<file path="src/rtl/i2s_target_transceiver.sv">
// i2s_target_transceiver
//   I2S target port. The external master owns sclk and lrck; this block
//   oversamples them in the clk domain, deserialises sdin into stereo
//   samples and serialises a stereo pair onto sdout.
// Ports:
//   clk, resetN           system clock (>= 8x sclk), async active-low reset
//   sclk, lrck, sdin      I2S inputs from the master (asynchronous to clk)
//   sdout                 I2S serial output, updated after sclk falling edges
//   rxLeft/rxRight        last complete received pair, rxValid pulses with it
//   txLeft/txRight        pair to transmit, loaded on txValid when txReady
//   underrun              left slot started with nothing to send
//   slotError             slot ended before SerialDataWidth bits arrived
module i2s_target_transceiver #(
    parameter int DataWidth = 12
) (
    input  logic                 clk,
    input  logic                 resetN,
    input  logic                 sclk,
    input  logic                 lrck,
    input  logic                 sdin,
    output logic                 sdout,
    output logic [DataWidth-1:0] rxLeft,
    output logic [DataWidth-1:0] rxRight,
    output logic                 rxValid,
    input  logic [DataWidth-1:0] txLeft,
    input  logic [DataWidth-1:0] txRight,
    input  logic                 txValid,
    output logic                 txReady,
    output logic                 underrun,
    output logic                 slotError
);
    localparam int SW = 24;  // serial bits per slot

    // ------------------------------------------------------------------
    // Input conditioning: [0],[1] synchronizer, [2] previous value.
    // All three lines share the same depth so their alignment survives.
    // ------------------------------------------------------------------
    logic [2:0] sclk_p, lrck_p, sdin_p;
    logic [1:0] warm_cnt;
    logic       warm_done;

    always_ff @(posedge clk or negedge resetN) begin
        if (!resetN) begin
            sclk_p   <= '0;
            lrck_p   <= '0;
            sdin_p   <= '0;
            warm_cnt <= '0;
        end else begin
            sclk_p <= {sclk_p[1:0], sclk};
            lrck_p <= {lrck_p[1:0], lrck};
            sdin_p <= {sdin_p[1:0], sdin};
            if (!warm_done) warm_cnt <= warm_cnt + 2'd1;
        end
    end

    // Edges are suppressed until the pipeline has filled with real line
    // levels, so a line that was already high at reset release does not
    // look like a fresh transition.
    assign warm_done = (warm_cnt == 2'd3);

    logic sclk_rise, sclk_fall, lrck_edge, lrck_now, sdin_now;
    assign sclk_rise = warm_done &  sclk_p[1] & ~sclk_p[2];
    assign sclk_fall = warm_done & ~sclk_p[1] &  sclk_p[2];
    assign lrck_edge = warm_done & (lrck_p[1] ^ lrck_p[2]);
    assign lrck_now  = lrck_p[1];
    assign sdin_now  = sdin_p[1];

    // ------------------------------------------------------------------
    // Receive FSM
    // ------------------------------------------------------------------
    typedef enum logic [1:0] {IDLE, ALIGN, SHIFT, PAD} rx_state_t;

    rx_state_t          rx_state;
    logic               slot_id;
    logic [4:0]         bit_cnt;
    logic [SW-1:0]      shift;
    logic [SW-1:0]      shift_nxt;
    logic [DataWidth-1:0] left_stage, right_stage;
    logic               left_ok;   // complete left slot seen in this frame
    logic               copy_go;

    assign shift_nxt = {shift[SW-2:0], sdin_now};

    always_ff @(posedge clk or negedge resetN) begin
        if (!resetN) begin
            rx_state    <= IDLE;
            slot_id     <= 1'b0;
            bit_cnt     <= '0;
            shift       <= '0;
            left_stage  <= '0;
            right_stage <= '0;
            left_ok     <= 1'b0;
            copy_go     <= 1'b0;
            rxLeft      <= '0;
            rxRight     <= '0;
            rxValid     <= 1'b0;
            slotError   <= 1'b0;
        end else begin
            slotError <= 1'b0;
            rxValid   <= 1'b0;
            copy_go   <= 1'b0;

            // Publish the pair one clk after the right slot completed.
            if (copy_go) begin
                rxLeft  <= left_stage;
                rxRight <= right_stage;
                rxValid <= 1'b1;
            end

            if (lrck_edge) begin
                slot_id  <= lrck_now;
                rx_state <= ALIGN;
                if (rx_state == ALIGN || rx_state == SHIFT) begin
                    slotError <= 1'b1;
                    left_ok   <= 1'b0;
                end
                // A new frame starts at the left slot.
                if (!lrck_now) left_ok <= 1'b0;
            end else begin
                case (rx_state)
                    ALIGN: begin
                        // I2S one-bit delay: first rise belongs to no word.
                        if (sclk_rise) begin
                            rx_state <= SHIFT;
                            bit_cnt  <= '0;
                            shift    <= '0;
                        end
                    end
                    SHIFT: begin
                        if (sclk_rise) begin
                            shift   <= shift_nxt;
                            bit_cnt <= bit_cnt + 5'd1;
                            if (bit_cnt == 5'(SW - 1)) begin
                                rx_state <= PAD;
                                if (!slot_id) begin
                                    left_stage <= shift_nxt[SW-1 -: DataWidth];
                                    left_ok    <= 1'b1;
                                end else begin
                                    right_stage <= shift_nxt[SW-1 -: DataWidth];
                                    copy_go     <= left_ok;
                                    left_ok     <= 1'b0;
                                end
                            end
                        end
                    end
                    default: ;  // IDLE and PAD only react to lrck_edge
                endcase
            end
        end
    end

    // ------------------------------------------------------------------
    // Transmit path
    // ------------------------------------------------------------------
    logic [DataWidth-1:0] hold_l, hold_r;
    logic [DataWidth-1:0] pair_l, pair_r;
    logic [DataWidth-1:0] pair_l_nxt, pair_r_nxt;
    logic [SW-1:0]        tx_word;   // MSB is the next bit to drive
    logic                 tx_active;
    logic                 left_start;

    assign left_start = lrck_edge & ~lrck_now;

    // Pair register contents as of the left-slot start; the left word is
    // launched from this value in the same clk.
    always_comb begin
        pair_l_nxt = pair_l;
        pair_r_nxt = pair_r;
        if (left_start) begin
            if (!txReady) begin
                pair_l_nxt = hold_l;
                pair_r_nxt = hold_r;
            end else if (txValid) begin
                pair_l_nxt = txLeft;
                pair_r_nxt = txRight;
            end else begin
                pair_l_nxt = '0;
                pair_r_nxt = '0;
            end
        end
    end

    always_ff @(posedge clk or negedge resetN) begin
        if (!resetN) begin
            hold_l    <= '0;
            hold_r    <= '0;
            pair_l    <= '0;
            pair_r    <= '0;
            txReady   <= 1'b1;
            underrun  <= 1'b0;
            tx_word   <= '0;
            tx_active <= 1'b0;
            sdout     <= 1'b0;
        end else begin
            underrun <= 1'b0;
            pair_l   <= pair_l_nxt;
            pair_r   <= pair_r_nxt;

            if (left_start) begin
                if (!txReady)      txReady  <= 1'b1;
                else if (!txValid) underrun <= 1'b1;
            end else if (txValid && txReady) begin
                hold_l  <= txLeft;
                hold_r  <= txRight;
                txReady <= 1'b0;
            end

            // Left-justify the slot word; shifting left zero-fills so bits
            // past the sample and past the slot width come out as 0.
            if (lrck_edge) begin
                tx_word   <= SW'(lrck_now ? pair_r_nxt : pair_l_nxt) << (SW - DataWidth);
                tx_active <= 1'b1;
            end else if (sclk_fall && tx_active) begin
                sdout   <= tx_word[SW-1];
                tx_word <= {tx_word[SW-2:0], 1'b0};
            end
        end
    end

endmodule

</file>
<file path="config.mk">
export PLATFORM = sky130hd
export DESIGN_NAME = i2s_target_transceiver
export DESIGN_NICKNAME = d
export VERILOG_FILES = /design/src/rtl/i2s_target_transceiver.sv
export SDC_FILE = /design/constraint.sdc
export NUM_CORES = 1
export LEC_CHECK = 0
export CELL_PAD_IN_SITES_DETAIL_PLACEMENT = 0
export CELL_PAD_IN_SITES_GLOBAL_PLACEMENT = 1
export CORE_MARGIN = 8
export CORE_UTILIZATION = 49
export DETAILED_ROUTE_END_ITERATION = 10
export PLACE_DENSITY = 0.84
export SETUP_SLACK_MARGIN = 0.15
export SLEW_MARGIN = 15
export SYNTH_ARGS = -nofsm -noshare
export SYNTH_HDL_FRONTEND = slang
export SYNTH_SLANG_ARGS = --single-unit
</file>
<file path="constraint.sdc">
create_clock -name clk -period 2.6 [get_ports clk]
set_input_delay 0.39 -clock clk [delete_from_list [all_inputs] [get_ports clk]]
set_output_delay 0.39 -clock clk [all_outputs]
set_load 0.01 [all_outputs]
</file>
==> out/qor.log, run 1 <==
[grt] aggregate global-route resource usage 15.80%
[sta] clock skew after layout 0.01043 ns
[cells_and_area] Area Growth Syn to Fin 20.62%
[sta] time the final worst path needs with I/O delays and setup 2.114 ns
[grt] Remaining Overflow, GRT 0
[drt] detailed-route wire length per cell 15.64 um
[cells_and_area] fraction of final layout cells with drive strength greater than 1 21.27%
[cells_and_area] share of the core filled with cells 60.73%
[clock_tree] Num CTS Buffers 17
[critical_path] max incr delay on CP 0.71 ns
[hold_path] worst min-delay path category reg -> reg
[clock_tree] clock tree from TritonCTS yes
[sta] actual transition at the worst max-transition pin 1.035 ns
[grt] met2 routing resource usage after global routing 24.84%
[drt] total DRC errors in the routed layout 0
[sta] Rel. slew slack 31.03%
[yosys] part of the Yosys area used for sequential elements 57.13%
[clock_tree] H-tree Lvls 4
[sta] Hold Fails Final Rpt 0
[clock_tree] post-CTS clock slew at the launch and capture registers of the worst setup and hold paths 0.06 ns
[yosys] synth warn 0
[cells_and_area] Antenna Diode Count 0
[sta] post-route setup TNS 0 ns
[power_and_ir_drop] Pwr Total 5503 uW
[critical_path] cells traversed along the worst timing path clkdlybuf4s50_1
[power_and_ir_drop] leakage 0.003408 uW
[grt] number of global-route vias before repair 4193
[clock_tree] root buffer cell clkbuf_16
[clock_tree] Bufs on Longest Clock Path 2
[sta] final period utilization 81.32%
[drt] vias post-DR 4080
[grt] met1 Use GR 20.60%
[place] placement-stage worst setup slack 0.6412 ns
[critical_path] startpoint type of the worst setup path flip-flop
[yosys] synthesized netlist net count 579
[yosys] number of synthesized flops with an enable pin 0
[grt] antenna violations before repair 0
[drt] post-detailed-route via-to-cell ratio 5.178
[yosys] Mean Syn Cell Area 11.66 sq um
[clock_tree] number of clock sinks 145
[place] number of buffer cells added on primary ports 58
[floorplan] Total Die Area 0.01687 sq mm
[yosys] proportion of synthesized flip-flops having asynchronous set or reset 100.0%
[clock_tree] hold bufs inserted after CTS 1
[critical_path] Worst setup EP type primary output
[yosys] post-synth design cell area 0.006354 sq mm
[cells_and_area] highest-count cells in the layout ignoring fill and taps dfrtp_1, nand2_1, a21oi_1, clkdlybuf4s50_1, mux2_2
[sta] number of setup violations in the final report 0
[critical_path] Arr. time, crit path 1.72 ns
[critical_path] count of buffer and inverter cells on the critical path 1
[grt] GRT met3 Usage 3.794%
[floorplan] top-level port count 59
[grt] wire length of the first global-routing pass 20.98 mm
[sta] final worst-path setup slack 0.4856 ns
[place] DP HPWL 8.480 mm
[clock_tree] clock latency at the later pin of the worst-skew pair 0.42 ns
[sta] fin. max-slew vios 0
[critical_path] data required time of the worst path 2.21 ns
[sta] highest clock rate 472.9 MHz
[yosys] flip-flop and latch count after synthesis 145
[floorplan] effective utilization at floorplan 50.35%
[drt] drt initial violations 229
[grt] most used routing layer in global routing met2
[power_and_ir_drop] Worst IR Drop VDD 0.4348 mV
[floorplan] die width 129.9 um
[critical_path] CP max stage cell dfstp_2
[yosys] number of distinct library cells after synthesis 43
[clock_tree] Post-CTS Setup Bufs 0
[clock_tree] post-CTS resize count 0
[critical_path] cell family with most CP delay flip-flops
[flow_run] max-capacitance violation count 0
[drt] total iterations of the first detailed-routing run 4
[power_and_ir_drop] power per unit of standard cell area 718.1 mW/mm^2
[grt] largest net degree at the start of global routing 64
[yosys] cells after synthesis 545
[sta] RSZ-0062 raised after global routing false
[floorplan] Die Span Y 129.9 um
[yosys] Main synth FF type dfrtp_1
[floorplan] number of core rows 41
[cells_and_area] number of nets at the end of the flow 638
[drt] DRT Wirelength 12.33 mm
[critical_path] maximum fanout along the worst path 17
[status] result of the run complete, no violations
[drt] antenna-violating nets left 0
[critical_path] classification of the worst setup path reg -> out
[cells_and_area] most frequent standard cell in the layout excluding fill and tap cells dfrtp_1
[floorplan] core footprint 0.01262 sq mm
[place] RD Place Congestion 0.7623
flip-flops by register name (all words and copies together), names as in the netlist, 2 cells and up:
register	count
shift	23
hold_l	12
hold_r	12
left_stage	12
pair_r	12
right_stage	12
rxLeft	12
rxRight	12
tx_word	12
bit_cnt	5
lrck_p	3
sclk_p	3
rx_state	2
sdin_p	2
warm_cnt	2
Yosys cell counts (2+ instances only):
cell type / number / area, sq um
and2_1: 2 / 12.51
buf_4: 2 / 15.01
nand2_1: 68 / 255.2
and3b_1: 2 / 17.52
mux2_4: 30 / 450.4
nor2b_1: 25 / 156.4
clkbuf_1: 20 / 75.07
nand3_1: 18 / 90.09
inv_1: 6 / 22.52
o21a_1: 12 / 90.09
buf_2: 9 / 45.04
nand2b_1: 15 / 93.84
ha_1: 4 / 50.05
buf_6: 5 / 56.30
dfrtp_1: 144 / 3603
nor2_1: 15 / 56.30
a21oi_1: 60 / 300.3
o21ai_0: 38 / 190.2
mux2_2: 44 / 495.5
nand3b_1: 2 / 15.01
nand4_1: 2 / 12.51
cell type report:
| cell class | instances | area, sq um |
|---|---|---|
| Multi-Input combinational cell | 358 | 2521 |
| Timing Repair Buffer | 76 | 732.0 |
| Sequential cell | 145 | 3630 |
| Tap cell | 172 | 215.2 |
| Clock buffer | 18 | 429.2 |
| Inverter | 6 | 22.52 |
| Fill cell | 1026 | 4956 |
| Clock inverter | 13 | 113.9 |
path summary, 6_finish.rpt:
check / startpoint / end / slack [ns] / cells after the start
worst min register to register: sclk_p[0] / sclk_p[1] / 0.35 / 0
worst max register to register: lrck_p[1] / hold_l[11] / 0.61 / 4
worst max-delay path: txReady / txReady / 0.49 / 1
max in group asynchronous: resetN / pair_r[0] / 1.31 / 3
worst min-delay path: sclk_p[0] / sclk_p[1] / 0.35 / 0
min in group asynchronous: resetN / rxRight[7] / 0.53 / 2
stage by stage:
step / hold WS [ns] / cells / area (sq um)
global route: 0.3554 / 788 / 7664
CTS: 0.3493 / 788 / 7664
finish: 0.3474 / 788 / 7664
floorplan: 0.09441 / 545 / 6354
detailed placement: 0.3355 / 756 / 7111
global placement: 0.3326 / 756 / 7111
cells by family (layout without fill, tap and decap cells):
kind of cell             after synthesis  in the layout  share of synthesized area (%)
XOR/XNOR                               3              3                         0.8272
flip-flops                           145            145                          57.13
adder cells (fa/ha/maj)                4              4                         0.7877
AO/OA/AOI/OAI                        117            117                          10.08
multiplexers                          75             75                          15.05
AND/OR/NAND/NOR                      159            159                          12.76
buffers and inverters                 42            113                          3.367
per-layer routing:
layer  wire (um)  part of all wire (%)
met3         471                   3.8
met4         121                  0.98
met5           0                     0
met2        6024                    49
met1        5708                    46
power breakdown:
part           internal (uW)  leakage, uW  switching (uW)
registers               2450      0.00188             141
logic                    357      0.00126             314
clock network           1310     0.000266             928
total                   4120      0.00341            1380
Power figures use the tool's default switching activity.
==> run 2, diff against run 1 <==
--- a/config.mk
+++ b/config.mk
@@ -8,9 +8,9 @@
 export CELL_PAD_IN_SITES_DETAIL_PLACEMENT = 0
 export CELL_PAD_IN_SITES_GLOBAL_PLACEMENT = 1
 export CORE_MARGIN = 8
-export CORE_UTILIZATION = 49
+export CORE_UTILIZATION = 46
 export DETAILED_ROUTE_END_ITERATION = 10
-export PLACE_DENSITY = 0.84
+export PLACE_DENSITY = 0.79
 export SETUP_SLACK_MARGIN = 0.15
 export SLEW_MARGIN = 15
 export SYNTH_ARGS = -nofsm -noshare
==> constraint.sdc (replaced) <==
create_clock -name clk -period 2.05 [get_ports clk]
set_input_delay 0.3075 -clock clk [delete_from_list [all_inputs] [get_ports clk]]
set_output_delay 0.3075 -clock clk [all_outputs]
set_load 0.01 [all_outputs]
==> run 2 against run 1 <==
- first-iteration DRC count is 11% higher
- hold slack worse by 0.031 ns
- clock power is 41% higher
- flip-flop and latch count stayed put
- critical endpoint is now left_stage[3]
- largest power group unchanged
==> out/qor.log, run 2 (synthesized netlist as in run 1, its figures left out) <==
[sta] time the final worst path needs with I/O delays and setup 1.901 ns
[sta] RSZ-0062 raised after global routing true
[critical_path] maximum fanout along the worst path 5
[sta] highest clock rate 526.2 MHz
[sta] final period utilization 92.71%
[grt] wire length of the first global-routing pass 21.85 mm
[critical_path] data required time of the worst path 2.36 ns
[floorplan] number of core rows 43
[drt] total DRC errors in the routed layout 0
[place] RD Place Congestion 0.8296
[clock_tree] post-CTS clock slew at the launch and capture registers of the worst setup and hold paths 0.06 ns
[cells_and_area] max reg flops 23
[critical_path] startpoint type of the worst setup path flip-flop
[cells_and_area] most frequent standard cell in the layout excluding fill and tap cells dfrtp_1
[cells_and_area] filler cell count 1135
[drt] post-detailed-route via-to-cell ratio 5.186
[critical_path] classification of the worst setup path reg -> reg
[place] count of placed standard cells including taps 768
[power_and_ir_drop] power per unit of standard cell area 921.3 mW/mm^2
[power_and_ir_drop] leakage 0.003555 uW
[floorplan] core footprint 0.01367 sq mm
[hold_path] worst min-delay path category in -> reg
[grt] met1 Use GR 18.45%
[grt] Remaining Overflow, GRT 0
[clock_tree] number of clock sinks 145
[place] DP HPWL 8.620 mm
[cells_and_area] Antenna Diode Count 0
[floorplan] Total Die Area 0.01783 sq mm
[clock_tree] clock latency at the later pin of the worst-skew pair 0.42 ns
[floorplan] die width 133.5 um
[sta] Rel. slew slack 65.95%
[cells_and_area] register ranked first by flip-flop count shift
[sta] Hold Fails Final Rpt 0
[cells_and_area] fin cells 814
[grt] most used routing layer in global routing met2
[power_and_ir_drop] Worst IR Drop VDD 0.6510 mV
[drt] total iterations of the first detailed-routing run 4
[clock_tree] root buffer cell clkbuf_16
[place] number of buffer cells added on primary ports 58
[cells_and_area] Area Growth Syn to Fin 25.70%
[critical_path] Arr. time, crit path 2.21 ns
[clock_tree] Bufs on Longest Clock Path 2
[drt] drt initial violations 255
[drt] DRT Wirelength 12.96 mm
[grt] number of global-route vias before repair 4406
[grt] aggregate global-route resource usage 15.28%
[cells_and_area] number of nets at the end of the flow 655
[cells_and_area] fraction of final layout cells with drive strength greater than 1 24.29%
[grt] GRT met3 Usage 4.217%
[grt] largest net degree at the start of global routing 54
[clock_tree] Num CTS Buffers 17
[grt] antenna violations before repair 0
[sta] fin. max-slew vios 0
[drt] antenna-violating nets left 0
[clock_tree] clock tree from TritonCTS yes
[floorplan] top-level port count 59
[sta] final worst-path setup slack 0.1494 ns
[grt] met2 routing resource usage after global routing 24.77%
[sta] actual transition at the worst max-transition pin 0.5107 ns
[sta] clock skew after layout 0.008415 ns
[sta] post-route setup TNS 0 ns
[floorplan] Die Span Y 133.5 um
[cells_and_area] highest-count cells in the layout ignoring fill and taps dfrtp_1, nand2_1, a21oi_1, clkdlybuf4s50_1, mux2_2
[place] placement-stage worst setup slack 0.07764 ns
[floorplan] effective utilization at floorplan 46.49%
[sta] number of setup violations in the final report 0
[clock_tree] H-tree Lvls 4
[drt] vias post-DR 4221
[flow_run] max-capacitance violation count 0
[status] result of the run complete, no violations
[drt] detailed-route wire length per cell 15.92 um
[critical_path] Worst setup EP type flip-flop
[run 2: cell types whose count changed in the layout (fill, tap and decap cells not counted), moves of 2 or more]
cell       change
buf_12         +3
clkinv_2       -3
buf_4          +9
and2_1         -2
clkbuf_16      +3
inv_6          +2
clkbuf_8       +2
[run 2: timing repair]
item,in CTS,in global routing
setup endpoints to repair,50,85
hold endpoints to repair,47,0
hold buffers,1,0
pin swaps,1,4
cloned,0,3
setup buffers,5,5
resized for setup,2,14
[run 2: worst max-delay path, cell delays in order (launching register included)]
cell and delay, ns:
dfrtp_1 0.38, inv_1 0.07, ha_2 0.18, nand4_1 0.17, nor4_4 0.27, and3_4 0.28, buf_4 0.14, mux2_4 0.30
[run 2: worst paths after layout]
path / start / to / slack, ns / cells past startpoint
max in group asynchronous: resetN / shift[2] / 1.03 / 3
worst max register to register: rx_state[0] / left_stage[3] / 0.15 / 7
min in group asynchronous: resetN / slotError / 0.41 / 2
worst max-delay path: rx_state[0] / left_stage[3] / 0.15 / 7
worst min-delay path: sclk / sclk_p[0] / 0.32 / 1
worst min register to register: sclk_p[0] / sclk_p[1] / 0.36 / 0
[run 2: routing by layer]
layer,part of all wire [%],vias to the layer above
li1,-,2035
met1,44,2079
met2,49,80
met3,3.9,27
met4,3.0,0
met5,0,-
[run 2: layout make-up]
type	instances	area (sq um)	area share, %
sequential	145	3630	45.45
multi-input combinational	358	2545	31.87
timing repair buffer	93	960.9	12.03
clock buffer	19	452.9	5.671
tap	180	225.2	2.820
clock inverter	13	150.1	1.880
inverter	6	22.52	0.2820
[run 2: power by group]
part           switching (uW)  internal, uW  total [uW]
clock network            1270          1880        3150
registers                 172          3110        3280
logic                     424           501         925
[run 2: through the flow]
step / util (%) / hold WS, ns / total power [uW] / cell area [sq um]
floorplan: - / 0.01191 / 3870 / 6354
global route: 58.44 / 0.3022 / 7681 / 7986
finish: 58.44 / 0.3164 / 7358 / 7986
CTS: 57.23 / 0.2932 / 7394 / 7821
global placement: 52.33 / 0.2997 / 4164 / 7151
detailed placement: 52.33 / 0.3023 / 4205 / 7151
==> run 3, diff against run 2 <==
--- a/config.mk
+++ b/config.mk
@@ -8,9 +8,9 @@
 export CELL_PAD_IN_SITES_DETAIL_PLACEMENT = 0
 export CELL_PAD_IN_SITES_GLOBAL_PLACEMENT = 1
 export CORE_MARGIN = 8
-export CORE_UTILIZATION = 46
+export CORE_UTILIZATION = 40
 export DETAILED_ROUTE_END_ITERATION = 10
-export PLACE_DENSITY = 0.79
+export PLACE_DENSITY = 0.7
 export SETUP_SLACK_MARGIN = 0.15
 export SLEW_MARGIN = 15
 export SYNTH_ARGS = -nofsm -noshare
==> run 3 against run 2 <==
- critical path depth stayed put
- clock power is 7.6% lower
- flip-flop and latch count stayed put
- die area is 13% higher
- routed wire length is 2.8% lower
- critical path type unchanged
- core utilization is 8.5 points lower
- largest cell class unchanged
- hold slack better by 0.0058 ns
- cell area is 1.7% lower
- non-clock buffer count is 11 lower
- fmax is 4.4% higher
- critical endpoint is now left_stage[7]
- power is 3.9% lower
==> out/qor.log, run 3 (synthesized netlist as in run 1, its figures left out) <==
[grt] aggregate global-route resource usage 13.68%
[floorplan] core footprint 0.01571 sq mm
[critical_path] maximum fanout along the worst path 6
[cells_and_area] fin cells 839
[critical_path] Arr. time, crit path 2.12 ns
[flow_run] max-capacitance violation count 0
[cells_and_area] most frequent standard cell in the layout excluding fill and tap cells dfrtp_1
[critical_path] cells traversed along the worst timing path inv_2 -> ha_2 -> nand4_1 -> nor4_4 -> buf_4 -> and3_4 -> mux2_4
[drt] vias post-DR 4078
[floorplan] top-level port count 59
[power_and_ir_drop] sequential fraction of design power 46.3%
[sta] Rel. slew slack 62.73%
[place] number of buffer cells added on primary ports 58
[cells_and_area] post-route cell area 0.007854 sq mm
[drt] total DRC errors in the routed layout 0
[sta] time the final worst path needs with I/O delays and setup 1.820 ns
[critical_path] Worst setup EP type flip-flop
[clock_tree] H-tree Lvls 4
[critical_path] max incr delay on CP 0.38 ns
[clock_tree] root buffer cell clkbuf_16
[sta] fin. max-slew vios 0
[cells_and_area] Antenna Diode Count 0
[hold_path] WHS Path Cells 1
[sta] actual transition at the worst max-transition pin 0.5590 ns
[critical_path] Stages on worst setup path 7
[place] count of placed standard cells including taps 803
[clock_tree] Num CTS Buffers 17
[sta] clock skew after layout 0.01059 ns
[grt] largest net degree at the start of global routing 58
[sta] Post-Route Hold Slack 0.3222 ns
[power_and_ir_drop] power per unit of standard cell area 900.3 mW/mm^2
[clock_tree] Bufs on Longest Clock Path 2
[floorplan] number of core rows 46
[power_and_ir_drop] Worst IR Drop VDD 0.6024 mV
[critical_path] startpoint type of the worst setup path flip-flop
[critical_path] data required time of the worst path 2.35 ns
[clock_tree] clock tree from TritonCTS yes
[clock_tree] post-CTS clock slew at the launch and capture registers of the worst setup and hold paths 0.06 ns
[power_and_ir_drop] switching portion of total power 25.20%
[power_and_ir_drop] clock network power share 41.1%
[power_and_ir_drop] leakage 0.003452 uW
[clock_tree] clock latency at the later pin of the worst-skew pair 0.42 ns
[cells_and_area] Area Growth Syn to Fin 23.61%
[floorplan] effective utilization at floorplan 40.44%
[cells_and_area] share of the core filled with cells 49.98%
[sta] highest clock rate 549.4 MHz
[place] Area after DPL 0.007226 sq mm
[cells_and_area] number of nets at the end of the flow 645
[drt] total iterations of the first detailed-routing run 4
[grt] wire length of the first global-routing pass 21.88 mm
[cells_and_area] register ranked first by flip-flop count shift
[sta] Hold Fails Final Rpt 0
[floorplan] die width 142.0 um
[critical_path] Crit. Startpoint rx_state[0]
[critical_path] CP max stage cell dfrtp_1
[critical_path] cells on worst reg2reg path 7
[floorplan] Die Span Y 142.0 um
[drt] post-detailed-route via-to-cell ratio 4.861
[drt] DRT Wirelength 12.59 mm
[cells_and_area] highest-count cells in the layout ignoring fill and taps dfrtp_1, nand2_1, a21oi_1, clkdlybuf4s50_1, mux2_2
[grt] Remaining Overflow, GRT 0
[cells_and_area] filler cell count 1367
[clock_tree] number of clock sinks 145
[cells_and_area] max reg flops 23
[sta] final period utilization 88.79%
[power_and_ir_drop] Switch Pwr 1782 uW
[power_and_ir_drop] cell internal pwr 5289 uW
[grt] antenna violations before repair 0
[status] result of the run complete, no violations
[sta] RSZ-0062 raised after global routing true
[drt] drt initial violations 238
[critical_path] launch point of the worst reg-to-reg path rx_state[0]
[floorplan] Total Die Area 0.02017 sq mm
[place] RD Place Congestion 0.7778
[cells_and_area] fraction of final layout cells with drive strength greater than 1 22.31%
[critical_path] count of buffer and inverter cells on the critical path 2
[sta] post-route setup TNS 0 ns
[sta] number of setup violations in the final report 0
[place] DP HPWL 8.503 mm
[hold_path] Worst Hold Launch lrck
[grt] number of global-route vias before repair 4307
[drt] detailed-route wire length per cell 15.01 um
[critical_path] classification of the worst setup path reg -> reg
[critical_path] cell family with most CP delay simple AND/OR/NAND/NOR gates
[power_and_ir_drop] combinational fraction of design power 12.6%
[hold_path] worst min-delay path category in -> reg
[drt] antenna-violating nets left 0
==> run 3: cell count changes in the layout (fill, tap and decap cells not counted), moves of 2 or more <==
| cell | previous run | this run |
|---|---|---|
| and2_1 | 0 | 2 |
| buf_4 | 25 | 18 |
| mux2_2 | 44 | 42 |
| mux2_4 | 30 | 32 |
| clkbuf_1 | 0 | 2 |
| clkbuf_16 | 20 | 17 |
==> run 3: repair_timing <==
action,4_1_cts,5_1_grt
endpoints found under the setup margin,24,26
setup buffers,3,0
gates cloned,1,0
hold buffers,1,0
resized for setup,4,4
endpoints found under the hold margin,51,0
pin swaps,2,2
==> run 3: area by class of cell <==
type / instances / area [sq um] / area share [%]
inverters: 6 / 22.52 / 0.2868
well taps: 216 / 270.3 / 3.441
clock buffers: 20 / 446.7 / 5.687
multi-input cells: 359 / 2559 / 32.58
clock inverters: 11 / 107.6 / 1.370
repair buffers: 82 / 818.3 / 10.42
flip-flops and latches: 145 / 3630 / 46.22
==> run 3: power groups by stage <==
stage          combinational [uW]  sequential (uW)  clock (uW)
6_report                      888             3280        2910
5_1_grt                      1000             3310        3110
4_1_cts                       899             3280        2980
3_5_place_dp                  887             3320           0
3_3_place_gp                  864             3310           0
2_1_floorplan                 601             3270           0
==> run 3: final timing paths <==
| check | end | slack [ns] |
|---|---|---|
| setup / recovery | left_stage[7] | 0.23 |
| hold / removal | lrck_p[0] | 0.32 |
| setup reg to reg | left_stage[7] | 0.23 |
| hold reg to reg | lrck_p[1] | 0.35 |
| max in group asynchronous | tx_active | 1.00 |
| min in group asynchronous | left_stage[8] | 0.44 |
==> run 3: metrics by stage <==
stage / total power (uW) / setup WS, ns
floorplan: 3870 / 0.2449
global placement: 4178 / 0.1716
detailed placement: 4210 / 0.1093
CTS: 7156 / 0.1587
global route: 7418 / 0.1360
finish: 7071 / 0.2297
==> run 3: worst register-to-register path, cell delays in order (launching register included) <==
cell and delay, ns:
dfrtp_1 0.38, inv_2 0.06, ha_2 0.18, nand4_1 0.17
nor4_4 0.17, buf_4 0.17, and3_4 0.26, mux2_4 0.31
==> run 3: per-layer routing <==
layer / part of all wire, % / wire [um] / vias up / GRT usage (%)
li1: - / - / 2011 / -
met5: 0 / 0 / - / 0
met3: 3.9 / 489 / 14 / 3.724
met4: 1.7 / 210 / 0 / 5.596
met1: 48 / 6098 / 1992 / 17.76
met2: 46 / 5795 / 61 / 21.17
==> RTL edit: new RTL, settings of run 3 <==
Reset style: synchronous (`resetN`), changed in 3 clocked blocks. Comments in the files are not updated.
--- a/src/rtl/i2s_target_transceiver.sv
+++ b/src/rtl/i2s_target_transceiver.sv
@@ -40,5 +40,5 @@
     logic       warm_done;
 
-    always_ff @(posedge clk or negedge resetN) begin
+    always_ff @(posedge clk) begin
         if (!resetN) begin
             sclk_p   <= '0;
@@ -82,5 +82,5 @@
     assign shift_nxt = {shift[SW-2:0], sdin_now};
 
-    always_ff @(posedge clk or negedge resetN) begin
+    always_ff @(posedge clk) begin
         if (!resetN) begin
             rx_state    <= IDLE;
@@ -181,5 +181,5 @@
     end
 
-    always_ff @(posedge clk or negedge resetN) begin
+    always_ff @(posedge clk) begin
         if (!resetN) begin
             hold_l    <= '0;
Check against the original RTL: differs if resetN is asserted again (counterexample within 4 cycles, from zero or initial values and one cycle with resetN low); with resetN held inactive, the same outputs for 10 cycles.
==> RTL edit against run 3 <==
- sequential cell count unchanged
- synthesized area down 10%
- sequential share of layout area down 5.8 points
- setup slack better by 5.3 ps
- critical endpoint is now bit_cnt[3]
- wire length up 9.5%
- critical path depth down 1
- design area down 8.4%
Power is not compared: it rests on default switching activity, and its combinational part moved more than twofold at a synthesized area within 25%.
==> RTL edit: results (changes against run 3) <==
Cells and area
The count of non-CTS inverters in the layout is 7 (was 6). The count of multi-input gates is 461 (was 359). The clock tree buffer count of the final layout is 17 (was 20). The share of final-layout standard cells stronger than drive strength 1 is 11.05% (was 22.31%). The fraction of area in non-clock buffers is 12.00% (was 10.42%). The flip-flop and latch area came to 0.002908 mm^2 (was 0.003630 mm^2). The number of inserted filler cells in the final layout is 1324 (was 1367). The fraction of area in clock buffers and inverters came to 8.610% (was 7.058%).

Timing
The final setup skew came to 9.690 ps (was 10.59 ps). The final hold slack is 436.5 ps (was 322.2 ps). The slew at the pin closest to its max-slew limit was 489.9 ps (was 559.0 ps).

Synthesis
The proportion of register bits with asynchronous set or reset after synthesis is 0% (was 100.0%). The average instance area after synthesis was 8.530 um^2 (was 11.66 um^2). The sequential fraction of the synthesis area is 51.02% (was 57.13%). The count of cell types in the netlist is 44 (was 43). Top cell types by occurrence after synthesis: 145 x dfxtp_1, 113 x nand2_1, 103 x a21oi_1, 51 x nand3_1, 43 x nor2_1 (was 144 x dfrtp_1, 68 x nand2_1, 60 x a21oi_1, 44 x mux2_2, 38 x o21ai_0).

Cell types with the largest area share after synthesis: dfxtp_1 51%, a21oi_1 9.1%, nand2_1 7.5%, mux2i_1 4.8%, nand3_1 4.5% (was dfrtp_1 57%, mux2_2 7.8%, mux2_4 7.1%, a21oi_1 4.7%, nand2_1 4.0%). The net count after synthesis came to 701 (was 579). The main flop type after synthesis is dfxtp_1 (was dfrtp_1).

Route
The via-per-instance ratio is 5.208 (was 4.861). The sum of routed wire length over all layers is 13790 um (was 12590 um).

Global route
The total global-route track usage is 15.62% (was 13.68%). The first-pass GRT wire length came to 23050 um (was 21880 um). The largest net degree at the start of global routing is 59 (was 58).

Place
The cell area after placement is 0.006516 mm^2 (was 0.007226 mm^2). The final weighted congestion in routability-driven placement is 0.7442 (was 0.7778).

Worst setup path
The largest driver fanout on the critical path is 8 (was 6). The origin of the worst setup path is rx_state[0] (unchanged). The data arrival time of the critical path is 2170 ps (was 2120 ps). The largest stage delay on the critical path is 430 ps (was 380 ps). The endpoint of the lowest-slack register-to-register path was bit_cnt[3] (was left_stage[7]).

Status
Run status: finished, final reports clean (unchanged).

Worst hold path
The launch point of the worst hold path is sclk_p[0] (was lrck). The class of the worst hold path is reg -> reg (was in -> reg).
-- RTL edit: changes by cell type after synthesis, sizes merged, moves of 12 or more --
cell and delta:
dfxtp +145, dfrtp -144, mux2 -74, nand2 +44, a21oi +43, nand3 +32
nor2 +28, mux2i +26, nor2b -24, clkbuf +14, a311oi +12
-- RTL edit: what timing repair did --
| action | 4_1_cts | 5_1_grt |
|---|---|---|
| setup buffers | 0 | 2 |
| gates resized for setup | 4 | 13 |
| pin swaps | 1 | 3 |
| hold endpoints to repair | 0 | 0 |
| setup endpoints to repair | 51 | 29 |
-- RTL edit: routing by layer --
| layer | wire [um] | track usage, % |
|---|---|---|
| met1 | 6255 | 19.12 |
| met2 | 6855 | 25.89 |
| met3 | 491 | 3.858 |
| met4 | 186 | 6.107 |
| met5 | 0 | 0 |
-- RTL edit: report_power, final --
part / total, mW / switching, mW / internal [mW]
registers: 2.91 / 0.0380 / 2.87
clock network: 3.24 / 1.29 / 1.95
logic: 0.385 / 0.216 / 0.169
total: 6.53 / 1.54 / 4.99
-- RTL edit: per-stage QoR --
| step | setup slack (ps) | setup TNS [ps] |
|---|---|---|
| 5_1_grt | 134.8 | 0 |
| 3_3_place_gp | 7.764 | 0 |
| 4_1_cts | 114.1 | 0 |
| 6_report | 235.0 | 0 |
| 2_1_floorplan | 175.7 | 0 |
| 3_5_place_dp | -36.28 | -395.5 |
-- RTL edit: cells by family after synthesis --
| logic type | Yosys count | synth area share (%) |
|---|---|---|
| compound gates | 174 | 17.35 |
| simple gates | 252 | 20.39 |
| fa+ha+maj | 4 | 0.8797 |
| buf+inv | 61 | 4.662 |
| xor+xnor | 4 | 0.9458 |
| mux | 27 | 4.750 |
| flops | 145 | 51.02 |
